==> src/rtl/cond_result_buffer.sv <==
// Result buffer behind the conditional select y = (c != 0) ? a : b.
// First-word-fall-through FIFO with per-path saturating counters and a sticky drop flag.
module cond_result_buffer #(
  parameter int WIDTH = 4,
  parameter int DEPTH = 4,
  parameter int CNT_W = 8
) (
  input  logic                   clk,
  input  logic                   rst,
  input  logic                   in_valid,
  output logic                   in_ready,
  input  logic [WIDTH-1:0]       in_y,
  input  logic                   in_sel,
  output logic                   out_valid,
  input  logic                   out_ready,
  output logic [WIDTH-1:0]       out_y,
  output logic                   out_sel,
  output logic [$clog2(DEPTH):0] count,
  output logic                   full,
  output logic                   empty,
  output logic [CNT_W-1:0]       a_cnt,
  output logic [CNT_W-1:0]       b_cnt,
  output logic                   overflow
);

  localparam int PTR_W = $clog2(DEPTH);
  localparam int OCC_W = PTR_W + 1;

  logic [WIDTH:0]     mem_q [DEPTH];
  logic [PTR_W-1:0]   wr_ptr_q, wr_ptr_d;
  logic [PTR_W-1:0]   rd_ptr_q, rd_ptr_d;
  logic [OCC_W-1:0]   count_q, count_d;
  logic [CNT_W-1:0]   a_cnt_q, a_cnt_d;
  logic [CNT_W-1:0]   b_cnt_q, b_cnt_d;
  logic               overflow_q, overflow_d;
  logic               push, pop;
  logic [WIDTH:0]     head;

  function automatic logic [CNT_W-1:0] sat_inc(input logic [CNT_W-1:0] v);
    return (&v) ? v : v + CNT_W'(1);
  endfunction

  assign full      = (count_q == OCC_W'(DEPTH));
  assign empty     = (count_q == '0);
  assign in_ready  = ~full;
  assign out_valid = ~empty;
  assign push      = in_valid & in_ready;
  assign pop       = out_valid & out_ready;

  // Head is gated by empty so uninitialised storage never reaches the outputs
  assign head      = mem_q[rd_ptr_q];
  assign out_y     = empty ? '0 : head[WIDTH-1:0];
  assign out_sel   = empty ? 1'b0 : head[WIDTH];
  assign count     = count_q;
  assign a_cnt     = a_cnt_q;
  assign b_cnt     = b_cnt_q;
  assign overflow  = overflow_q;

  always_comb begin
    wr_ptr_d   = wr_ptr_q;
    rd_ptr_d   = rd_ptr_q;
    count_d    = count_q;
    a_cnt_d    = a_cnt_q;
    b_cnt_d    = b_cnt_q;
    overflow_d = overflow_q;
    if (push) begin
      wr_ptr_d = wr_ptr_q + PTR_W'(1);
      if (in_sel) a_cnt_d = sat_inc(a_cnt_q);
      else        b_cnt_d = sat_inc(b_cnt_q);
    end
    if (pop) rd_ptr_d = rd_ptr_q + PTR_W'(1);
    case ({push, pop})
      2'b10:   count_d = count_q + OCC_W'(1);
      2'b01:   count_d = count_q - OCC_W'(1);
      default: count_d = count_q;
    endcase
    if (in_valid && full) overflow_d = 1'b1;
  end

  always_ff @(posedge clk) begin
    if (rst) begin
      wr_ptr_q   <= '0;
      rd_ptr_q   <= '0;
      count_q    <= '0;
      a_cnt_q    <= '0;
      b_cnt_q    <= '0;
      overflow_q <= 1'b0;
    end else begin
      wr_ptr_q   <= wr_ptr_d;
      rd_ptr_q   <= rd_ptr_d;
      count_q    <= count_d;
      a_cnt_q    <= a_cnt_d;
      b_cnt_q    <= b_cnt_d;
      overflow_q <= overflow_d;
    end
  end

  always_ff @(posedge clk) begin
    if (push) mem_q[wr_ptr_q] <= {in_sel, in_y};
  end

endmodule

==> config.mk <==
export PLATFORM = sky130hd
export DESIGN_NAME = cond_result_buffer
export DESIGN_NICKNAME = d
export VERILOG_FILES = /design/src/rtl/cond_result_buffer.sv
export SDC_FILE = /design/constraint.sdc
export NUM_CORES = 1
export LEC_CHECK = 0
export BUFFER_PORTS_ARGS = -buffer_cell sky130_fd_sc_hd__buf_2
export CAP_MARGIN = 15
export CORE_MARGIN = 5
export CORE_UTILIZATION = 41
export CTS_BUF_LIST = sky130_fd_sc_hd__clkbuf_4 sky130_fd_sc_hd__clkbuf_8
export DETAILED_ROUTE_END_ITERATION = 8
export PLACE_DENSITY = 0.64
export SKIP_CTS_REPAIR_TIMING = 1
export SLEW_MARGIN = 25
export SYNTH_ARGS = -nofsm -noshare
export SYNTH_HDL_FRONTEND = slang
export SYNTH_SLANG_ARGS = --single-unit
==> constraint.sdc <==
create_clock -name clk -period 4.2 [get_ports clk]
set_clock_uncertainty 0.05 [all_clocks]
set_input_delay 0.42 -clock clk [delete_from_list [all_inputs] [get_ports clk]]
set_output_delay 0.42 -clock clk [all_outputs]
set_load 0.03 [all_outputs]
==> After elaboration in Yosys (flattened, before gate mapping) <==
Memories as Yosys holds them, arrays and structs flattened. A register that Yosys moved wholly into a read port is not among the register bits.
Cells that the tools add are included.
{ "word_totals": {"reg_bits": 24, "ram_bits": 20, "inputBits": 9, "out_inout_bits": 29, "elab_cells": 37, "n_memories": 1} }
{ "mem_list": {"columns": ["memory", "depth", "word_bits", "rd", "rd_ports_with_merged_regs", "wr", "line_no", "rtl"], "rows": [
  ["mem_q", 4, 5, 1, 1, 1, "29", "logic [WIDTH:0] mem_q [DEPTH];"]
]} }
{ "classes": {"add_sub_neg": 6, "eq_ne": 3, "n_mux": 7, "bitwise": 7, "n_reduce_logical": 7} }
{ "op_table": {"columns": ["op", "count"], "rows": [
  ["adder 8 x 1 -> 8 bit (second input constant)", 2],
  ["AND reduction 8 bit", 2],
  ["one-hot mux 3 bit (2 select lines)", 1],
  ["AND reduction 3 bit", 2],
  ["inverter 1 bit", 5],
  ["adder 2 x 1 -> 2 bit (second input constant)", 2],
  ["2-to-1 mux 2 bit", 2],
  ["2-to-1 mux 4 bit", 1],
  ["adder 3 x 1 -> 3 bit (second input constant)", 1],
  ["equality test 3 bit (second input constant)", 1],
  ["zero test 3 bit", 1],
  ["2-to-1 mux 1 bit", 3],
  ["subtractor 3 x 1 -> 3 bit (second input constant)", 1],
  ["AND 1 bit", 2],
  ["equality test 2 x 1 -> 1 bit (second input constant)", 1],
  ["equality test 2 bit (second input constant)", 1],
  ["nonzero test 2 bit", 1],
  ["logical AND 1 bit", 1]
]} }

==> Logic depth before layout (Yosys ltp) <==
Gate-level depths: netlist of the first run.
{ "logic_depth": {"ltp_word": 5, "mapped_depth": 9, "ltp_nobuf": 8} }

==> Worst setup path after synthesis of the first run <==
OpenSTA, ideal clock, no wires.
{ "synth_path": {"path_type": "register to register", "start": "register count_q[0], in the netlist count[0]", "end": "register count_q[2], in the netlist count[2]", "setup_time_ps": 70, "t_arrival_ps": 2486, "required_time_ps": 4080, "slack_ps": 1594, "path_stages_with_launch": 10, "n_path_buf": 1, "period_less_slack_ps": 2606, "path_cell_list": "dfxtp_1 or3_1 clkbuf_1 and2_1 ha_1 inv_1 fa_1 xor2_1 or3_1 a21oi_1"} }
{ "synth_via": {"elab_chain_cells": 5, "word_cells_on_any_way": 12, "cone_classes": "add/sub: 2; eq/ne: 3; mux: 1; bitwise: 4; reduce/logical: 2"} }
{ "synth_rtl": {"columns": ["item", "line_no", "rtl"], "rows": [
  ["from (decl)", "32", "logic [OCC_W-1:0] count_q, count_d;"],
  ["from (signal assigned)", "91", "count_q <= count_d;"],
  ["zero test 3 bit (*)", "44", "assign empty = (count_q == '0);"],
  ["inverter 1 bit (*)", "46", "assign out_valid = ~empty;"],
  ["via out_valid", "14", "output logic out_valid,"],
  ["AND 1 bit (*)", "48", "assign pop = out_valid & out_ready;"],
  ["via pop", "36", "logic push, pop;"],
  ["equality test 2 x 1 -> 1 bit / equality test 2 bit (equally long branches)", "72", "case ({push, pop})"],
  ["one-hot mux 3 bit (2 select lines) / nonzero test 2 bit (equally long branches)", null, null]
]} }
The timed path passes the listed nets; every way through them passes the cells marked *.
A chain may end at the register's enable or synchronous reset.

==> Worst setup path after layout of the first run <==
{ "layout_path": {"start": "register count_q[2], in the netlist count[2]", "end": "register count_q[2], in the netlist count[2]"} }
{ "layout_via": {"elab_chain_cells": 5, "word_cells_on_any_way": 12, "cone_classes": "add/sub: 2; eq/ne: 3; mux: 1; bitwise: 4; reduce/logical: 2"} }
{ "layout_rtl": {"columns": ["item", "line_no"], "rows": [
  ["equality test 3 bit / zero test 3 bit (equally long branches)", "43, 44"],
  ["inverter 1 bit, on equally long branches", "45, 46"],
  ["AND 1 bit, on equally long branches", "47, 48"],
  ["equality test 2 x 1 -> 1 bit / equality test 2 bit (equally long branches)", "72"],
  ["one-hot mux 3 bit (2 select lines) / nonzero test 2 bit (equally long branches)", null]
]} }
Several ways; a longest one is shown, not always the timed one.

==> flow_summary.toml, run 1 <==
[layout]
fin_area_sq_um = 2380
final_cell_count_no_fill = 285
layout-drive-gt1-share_pct = 26.5
diodes = 0
fin_nets = 231
area_delta_synth_final_pct = 14.2
final_core_util_pct = 47.3

[hold_path]
hold_path_class = "in -> reg"
min_to = "mem_q[0][3]"
min_from = "in_y[3]"
hold_depth = 1

[logic_synthesis]
synth_seq_cells = 46
yosysMostFrequentCell = "dfxtp_1"
synth_top_area_share_pct = 28.8
syn_area_per_cell_sq_um = 11.6
synth_common_cells = "26 x dfxtp_1, 20 x edfxtp_1, 14 x a21oi_1"
synth_edf_count = 20
synth_nets = 197
yosys.cell_types.count = 39
syn_area_sq_um = 2090
synth_cells = 180
yosysSeqAreaShare_pct = 53.7
ys_warn_count = 0
async_flop_share_pct = 0
synth_area_leaders = "edfxtp_1 29%, dfxtp_1 25%, mux4_2 5.4%"
yosys.area.top_type = "edfxtp_1"
synth_top_flop_cell = "dfxtp_1"

[placement]
port_buffers = 37
placed_area_sq_um = 2300
hpwl_um = 2710
place.gp.congestion = 0.784
placedCellCount = 277

[global_route]
grt_pass1_wl_um = 6400
first_global_vias = 1382
grt_usage_pct = 12.5
grt_antenna_before_repair = 0
grt_max_degree = 28
gr-total-overflow = 0

[setup_path]
regToRegSetupSlack_ps = 1730
r2r-end = "count[2]"
path_max_fanout = 10
start_kind = "flop"
reg2reg_depth = 8
cp-end-kind = "flop"
arrival_ps = 2650
worstPathRequired_ps = 4380
critPathKind = "reg -> reg"
reg2reg_from = "count[2]"

[routing]
vias = 1423
drtAntennaViolNets = 0
wl_per_cell_um = 13.3
drt_pass1_iterations = 4
drcViolationCount = 0
viasPerCell = 4.99
routed_wl_um = 3790
dr.first_iter.drc_count = 49

[power_and_ir_drop]
power_mw = 1.28
swShare_pct = 37.5
ir_drop_v = 0.000317
p_leak_nw = 0.911
power.density_nw_per_um2 = 535
p_clk_share_pct = 20.8
seqPwrFrac_pct = 44.1
power.switching_mw = 0.478
internal_power_mw = 0.798
pwr-share-comb_pct = 35.1

[clock_network]
cts_buffers = 5
cts_max_level = 2
cts_tree = "yes"
root_buffer = "clkbuf_8"
path_clk_slew_ps = 90
clk_latency_ps = 290
cts_sinks = 46
clockBufferDepth = 2

[die]
start_util_pct = 41.4
core-area_sq_um = 5040
die-area_sq_um = 6620
die_h_um = 81.4
rows = 26
die_width_um = 81.4
ios = 38

[timing]
rsz0062_at_grt = "false"
maxSlewViolCount = 0
tightest_slew_ps = 591
finalSetupTns_ps = 0
period_needed_ps = 2470
slew_headroom_pct = 60.4
timing.fmax_mhz = 406
min_period_over_period_pct = 58.7
hold_viol = 0
final-setup-viol-count = 0

[flow_run]
drv_cap = 0

[status]
run_status = "completed"
[cell usage in the layout (no fill, tap or decap), types with 6 or more instances in the layout]
master | Yosys | final
a21oi_1 | 14 | 14
and2_1 | 6 | 6
buf_2 | 1 | 37
dfxtp_1 | 26 | 26
edfxtp_1 | 20 | 20
ha_1 | 7 | 7
inv_1 | 12 | 12
nand3_1 | 9 | 9
nor2_1 | 13 | 13
or3_1 | 7 | 7
[per-layer routing]
metal	global-route usage (%)	part of all wire, %	vias up
met5	0	0	-
met4	5.07	1.5	0
met3	3.22	5.1	5
met2	20.8	47	28
met1	15.5	46	669
li1	-	-	721
[worst max path at each step]
stage	startpoint	end	slack [ps]	depth (start not counted)
3_5_place_dp	count[0]	count[2]	1730	8
3_3_place_gp	count[0]	count[2]	1790	8
5_1_grt	count[2]	count[2]	1510	8
6_report	count[2]	count[2]	1730	8
2_1_floorplan	count[0]	count[2]	1590	9
4_1_cts	count[2]	count[2]	1720	8
[worst max-delay path, stage by stage, from the launching register on]
cell     delay, ps
dfxtp_1        370
or3b_1         550
nand2_1        200
ha_1           210
inv_1           60
fa_1           370
xor2_1         160
or3_1          300
a21oi_1        130
[area by class of cell]
class | count | area [sq um]
Fill cell | 465 | 2660
Sequential cell | 46 | 1120
Multi-Input combinational cell | 112 | 857
Timing Repair Buffer | 37 | 185
Tap cell | 70 | 87.6
Clock buffer | 5 | 68.8
Inverter | 12 | 45.0
Clock inverter | 3 | 20.0
[registers in the layout, indices dropped and copies added, names as in the netlist, named ones only]
name	flops
wr_ptr_q	2
count	3
a_cnt	8
b_cnt	8
overflow	1
mem_q	20
rd_ptr_q	2
[stage by stage]
stage	hold WS [ps]	setup WS, ps
global route	278	1510
detailed placement	433	1730
floorplan	419	1590
finish	290	1730
global placement	400	1790
CTS	281	1720
[logic make-up after synthesis]
logic type,share of synthesized area [%]
adder cells (fa/ha/maj),5.15
multiplexers,7.13
buffers and inverters,5.27
flip-flops,53.7
XOR/XNOR,2.52
AO/OA/AOI/OAI,9.41
AND/OR/NAND/NOR,16.8
[power by group through the flow]
stage / clock (mW) / sequential [mW] / combinational (mW)
floorplan: 0 / 0.589 / 0.336
global placement: 0 / 0.572 / 0.452
detailed placement: 0 / 0.576 / 0.457
CTS: 0.279 / 0.565 / 0.458
global route: 0.296 / 0.575 / 0.490
finish: 0.265 / 0.563 / 0.447
(Power assumes the default switching activity.)
==> run 2: changes to the inputs <==
Settings changed: ABC_AREA from default to 1, PLACE_DENSITY 0.64 to 0.63.
Clock period 4.2 ns to 2.42 ns, I/O delays scaled along.
==> run 2 against run 1 <==
Count of clock-buffer cells in the layout unchanged. Total power grew 78%. Register-to-register slack worse by 1400 ps. Combinational power up 83%. Global-route usage grew 0.32 points. Non-clock buffer count did not move.
==> flow_summary.toml, run 2 <==
[status]
run_status = "completed"

[logic_synthesis]
syn_area_sq_um = 2220
yosysMostFrequentCell = "nor2_1"
synth_nets = 285
synth_top_area_share_pct = 27.1
synth_seq_cells = 46
synth_area_leaders = "edfxtp_1 27%, dfxtp_1 23%, nor2_1 12%"
syn_area_per_cell_sq_um = 8.28
ys_warn_count = 0
yosysSeqAreaShare_pct = 50.5
synth_edf_count = 20
yosys.cell_types.count = 25
synth_cells = 268
yosys.area.top_type = "edfxtp_1"
synth_top_flop_cell = "dfxtp_1"
async_flop_share_pct = 0
synth_common_cells = "69 x nor2_1, 48 x nand2_1, 29 x inv_1"

[die]
die_h_um = 83.6
die-area_sq_um = 6990
rows = 26
start_util_pct = 42.9
die_width_um = 83.6
core-area_sq_um = 5170
ios = 38

[routing]
drt_pass1_iterations = 4
drtAntennaViolNets = 0
wl_per_cell_um = 11.4
dr.first_iter.drc_count = 53
vias = 1729
drcViolationCount = 0
routed_wl_um = 4310
viasPerCell = 4.56

[setup_path]
cp_top_family = "adder cells"
critPathKind = "reg -> reg"
worstPathRequired_ps = 2560
cp-end-kind = "flop"
arrival_ps = 2180
cpPeakStageDelay_ps = 400
start_kind = "flop"
cp_cell_sequence = "inv_1, nand2_1, inv_4, nor2_8, ha_1, inv_1, fa_1, a21oi_1, o21ai_0, o21ai_0, a21oi_1"
path_max_fanout = 7
slowest_stage = "dfxtp_1"
crit_buf_inv = 3

[power_and_ir_drop]
power.density_nw_per_um2 = 896
ir_drop_v = 0.000429
p_leak_nw = 1.12

[layout]
most-common-layout-cells = "69 x nor2_1, 48 x nand2_1, 37 x buf_2"
layout-drive-gt1-share_pct = 19.4
multi_input_area_sq_um = 930
seqCellArea_sq_um = 1120
final_core_util_pct = 49.1
area_delta_synth_final_pct = 14.4
fillCellCount = 523
fin_nets = 325
largest_register = "mem_q"
largest_register_ffs = 20
final_cell_count_no_fill = 379
diodes = 0
final_common_cell = "nor2_1"

[placement]
port_buffers = 37
placedCellCount = 371
hpwl_um = 3140
place.gp.congestion = 0.818

[clock_network]
root_buffer = "clkbuf_8"
cts_sinks = 46
cts_tree = "yes"
cts_max_level = 2
clk_latency_ps = 300
path_clk_slew_ps = 90
clockBufferDepth = 2
cts_buffers = 5

[global_route]
grt_pass1_wl_um = 7330
gr-total-overflow = 0
grt_usage_pct = 12.9
grt_antenna_before_repair = 0
grt_max_degree = 23
first_global_vias = 1636

[timing]
hold_viol = 0
slew_headroom_pct = 53.9
period_needed_ps = 2040
maxSlewViolCount = 0
finalSetupTns_ps = 0
tightest_slew_ps = 691
rsz0062_at_grt = "false"
timing.fmax_mhz = 490
final-setup-viol-count = 0
min_period_over_period_pct = 84.4

[hold_path]
hold_path_class = "in -> reg"

[flow_run]
drv_cap = 0
[run 2: cell count changes after synthesis, moves of 5 or more]
cell	change
nand2_1	+43
mux4_2	-5
inv_1	+17
a21oi_1	+7
nor2_1	+56
or3_1	-7
o21ai_0	+10
and2_1	-6
[run 2: logic make-up (layout without fill, tap and decap cells)]
group	after synthesis	after routing	share of synthesized area [%]
compound gates	37	37	8.51
xor+xnor	4	4	1.58
fa+ha+maj	8	8	4.85
buf+inv	36	77	7.61
flops	46	46	50.5
simple gates	137	137	26.9
[run 2: layout make-up]
type / instances / area share, %
Sequential cell: 46 / 44.1
Multi-Input combinational cell: 186 / 36.6
Timing Repair Buffer: 37 / 7.29
Inverter: 32 / 4.83
Tap cell: 70 / 3.45
Clock buffer: 5 / 2.71
Clock inverter: 3 / 0.985
[run 2: final timing paths]
check	to	slack [ps]	start	cells after the start
setup / recovery	count[2]	380	count[2]	11
hold / removal	overflow	70	rst	2
hold reg to reg	overflow	400	overflow	2
setup reg to reg	count[2]	380	count[2]	11
[run 2: metrics by stage]
stage	cell area (sq um)	total power [mW]	hold slack, ps	setup slack [ps]
after floorplan	2220	1.62	261	16.8
after global placement	2450	1.81	384	442
after detailed placement	2450	1.83	385	379
after CTS	2540	2.31	61.0	368
after global routing	2540	2.43	63.3	78.8
final	2540	2.28	69.6	378
[run 2: power breakdown]
group	switching (mW)	total, mW	internal [mW]
logic	0.591	0.817	0.226
registers	0.0800	0.981	0.901
clock network	0.270	0.479	0.209
total	0.941	2.28	1.34
[run 2: per-layer routing]
layer	part of all wire [%]	vias up	track usage, %	routed length, um
met5	0	-	0	0
met3	5.0	7	4.44	217
met4	1.1	0	3.51	48
li1	-	928	-	-
met2	48	28	22.1	2060
met1	46	766	15.3	1980
==> run 3: changes to the inputs <==
Settings changed: ABC_AREA 1 to 0, PLACE_DENSITY 0.63 to 0.66.
Clock period 2.42 ns to 1.65 ns, I/O delays scaled along.
==> run 3 against run 2 <==
The flow now finishes with violations (negative setup slack). Die area decreased by 5.2%. First-iteration DRC count increased by 57%. Cell area increased by 13%. Non-clock buffer count increased by 27. Total power increased by 77%. Clock power increased by 51%. Critical path depth decreased by 3. Sequential share of layout area decreased by 4.2 points. Register-to-register slack got worse by 780 ps. Sequential power increased by 45%.
==> flow_summary.toml, run 3 (synthesis results as in run 1) <==
[global_route]
grt_max_degree = 21
grt_pass1_wl_um = 6910
gr-total-overflow = 0
grt_antenna_before_repair = 0
grt_usage_pct = 13.7
first_global_vias = 1466

[power_and_ir_drop]
internal_power_mw = 2.60
power.switching_mw = 1.43
p_clk_share_pct = 18.0
p_leak_nw = 1.09
pwr-share-comb_pct = 46.7
power.density_nw_per_um2 = 1410
seqPwrFrac_pct = 35.3
swShare_pct = 35.5
ir_drop_v = 0.000957

[status]
run_status = "complete, but fails checks"
violations = "negative setup slack"

[timing]
final-setup-viol-count = 46
period_needed_ps = 2050
maxSlewViolCount = 0
worst_hold_slack_ps = 22.9
setup_ws_ps = -397
slew_headroom_pct = 74.0
tightest_slew_ps = 390
rsz0062_at_grt = "true"
hold_viol = 0
timing.fmax_mhz = 489
min_period_over_period_pct = 124

[clock_network]
cts_sinks = 46
cts_tree = "yes"
clockBufferDepth = 2
root_buffer = "clkbuf_8"
clk_latency_ps = 310
cts_max_level = 2
cts_buffers = 5
path_clk_slew_ps = 90

[setup_path]
arrival_ps = 2230
worstPathRequired_ps = 1840
start_kind = "flop"
critPathLaunch = "count[1]"
cp-end-kind = "flop"
path_max_fanout = 5
crit_end = "count[2]"
cp_cell_sequence = "or3b_4, nand2_4, ha_4, inv_2, fa_2, xor2_1, or3_1, a21oi_1"
slowest_stage = "or3b_4"
reg2reg_from = "count[1]"
r2r-end = "count[2]"
reg2reg_depth = 8
regToRegSetupSlack_ps = -400
critPathKind = "reg -> reg"
cpPeakStageDelay_ps = 420

[layout]
fin_area_sq_um = 2860
fillCellCount = 421
diodes = 0
final_common_cell = "buf_2"
final_cell_count_no_fill = 313
layout-drive-gt1-share_pct = 47.7
final_core_util_pct = 56.7
largest_register_ffs = 20
largest_register = "mem_q"
most-common-layout-cells = "28 x buf_2, 20 x edfxtp_1, 19 x buf_4"
area_delta_synth_final_pct = 37.0
fin_nets = 259

[die]
ios = 38
die_h_um = 81.4
core-area_sq_um = 5040
start_util_pct = 41.4
die-area_sq_um = 6620
rows = 26
die_width_um = 81.4

[placement]
placedCellCount = 299
placed_area_sq_um = 2530
dp_slack_ps = -414
place.gp.congestion = 0.791
port_buffers = 37
hpwl_um = 2950

[routing]
routed_wl_um = 4390
vias = 1564
drt_pass1_iterations = 4
drtAntennaViolNets = 0
dr.first_iter.drc_count = 83
drcViolationCount = 0
viasPerCell = 5.00
wl_per_cell_um = 14.0

[hold_path]
hold_path_class = "in -> reg"
hold_depth = 1

[flow_run]
drv_cap = 0
==> run 3: cell count changes in the layout (fill, tap and decap cells not counted), moves of 6 or more <==
cell / before / now
dfxtp_1: 26 / 18
buf_2: 37 / 28
nor2_1: 69 / 13
o21ai_0: 15 / 4
buf_4: 0 / 19
or3_1: 0 / 6
inv_1: 29 / 9
a21oi_1: 21 / 12
nand2_1: 48 / 4
buf_6: 0 / 14
and2_4: 0 / 6
==> run 3: routing by layer <==
layer  vias up  share of wire, %  routed length, um  track usage [%]
met4         0               1.3                 57             4.56
met5         -                 0                  0                0
li1        780                 -                  -                -
met1       747                45               1960             17.7
met2        31                49               2130             21.7
met3         6               5.5                241             4.21
==> run 3: layout make-up <==
cell class	count	area (sq um)	area share, %
timing repair buffer	64	495	17.3
inverter	12	47.5	1.66
clock buffer	5	68.8	2.41
tap	70	87.6	3.06
sequential	46	1140	39.9
clock inverter	3	25.0	0.875
multi-input combinational	113	995	34.8
==> run 3: critical path: cells and delay by family (launching register included) <==
family	cells	cell delay, ps
AOI/OAI and AO/OA	1	120
and+or+nand+nor	3	800
DFF	1	370
xor gates and xnor gates	1	160
adders and majority gates	2	450
buffers and inverters	1	30
==> run 3: through the flow <==
stage / total power, mW / setup TNS [ps]
after detailed placement: 2.90 / -1050
after floorplan: 2.47 / -922
after global placement: 2.85 / -786
after CTS: 3.61 / -2950
final: 4.03 / -3080
after global routing: 4.26 / -5240
==> run 3: how the worst min path moves through the flow <==
stage,start,end
2_1_floorplan,in_y[0],mem_q[0][0]
3_3_place_gp,in_y[1],mem_q[1][1]
3_5_place_dp,in_y[1],mem_q[1][1]
4_1_cts,in_y[1],mem_q[1][1]
5_1_grt,in_y[1],mem_q[1][1]
6_report,in_y[1],mem_q[3][1]
==> run 3: power by group through the flow <==
stage / sequential [mW] / combinational [mW] / clock, mW
6_report: 1.42 / 1.88 / 0.725
5_1_grt: 1.44 / 2.03 / 0.788
4_1_cts: 1.42 / 1.46 / 0.735
3_5_place_dp: 1.44 / 1.45 / 0
3_3_place_gp: 1.44 / 1.42 / 0
2_1_floorplan: 1.52 / 0.948 / 0
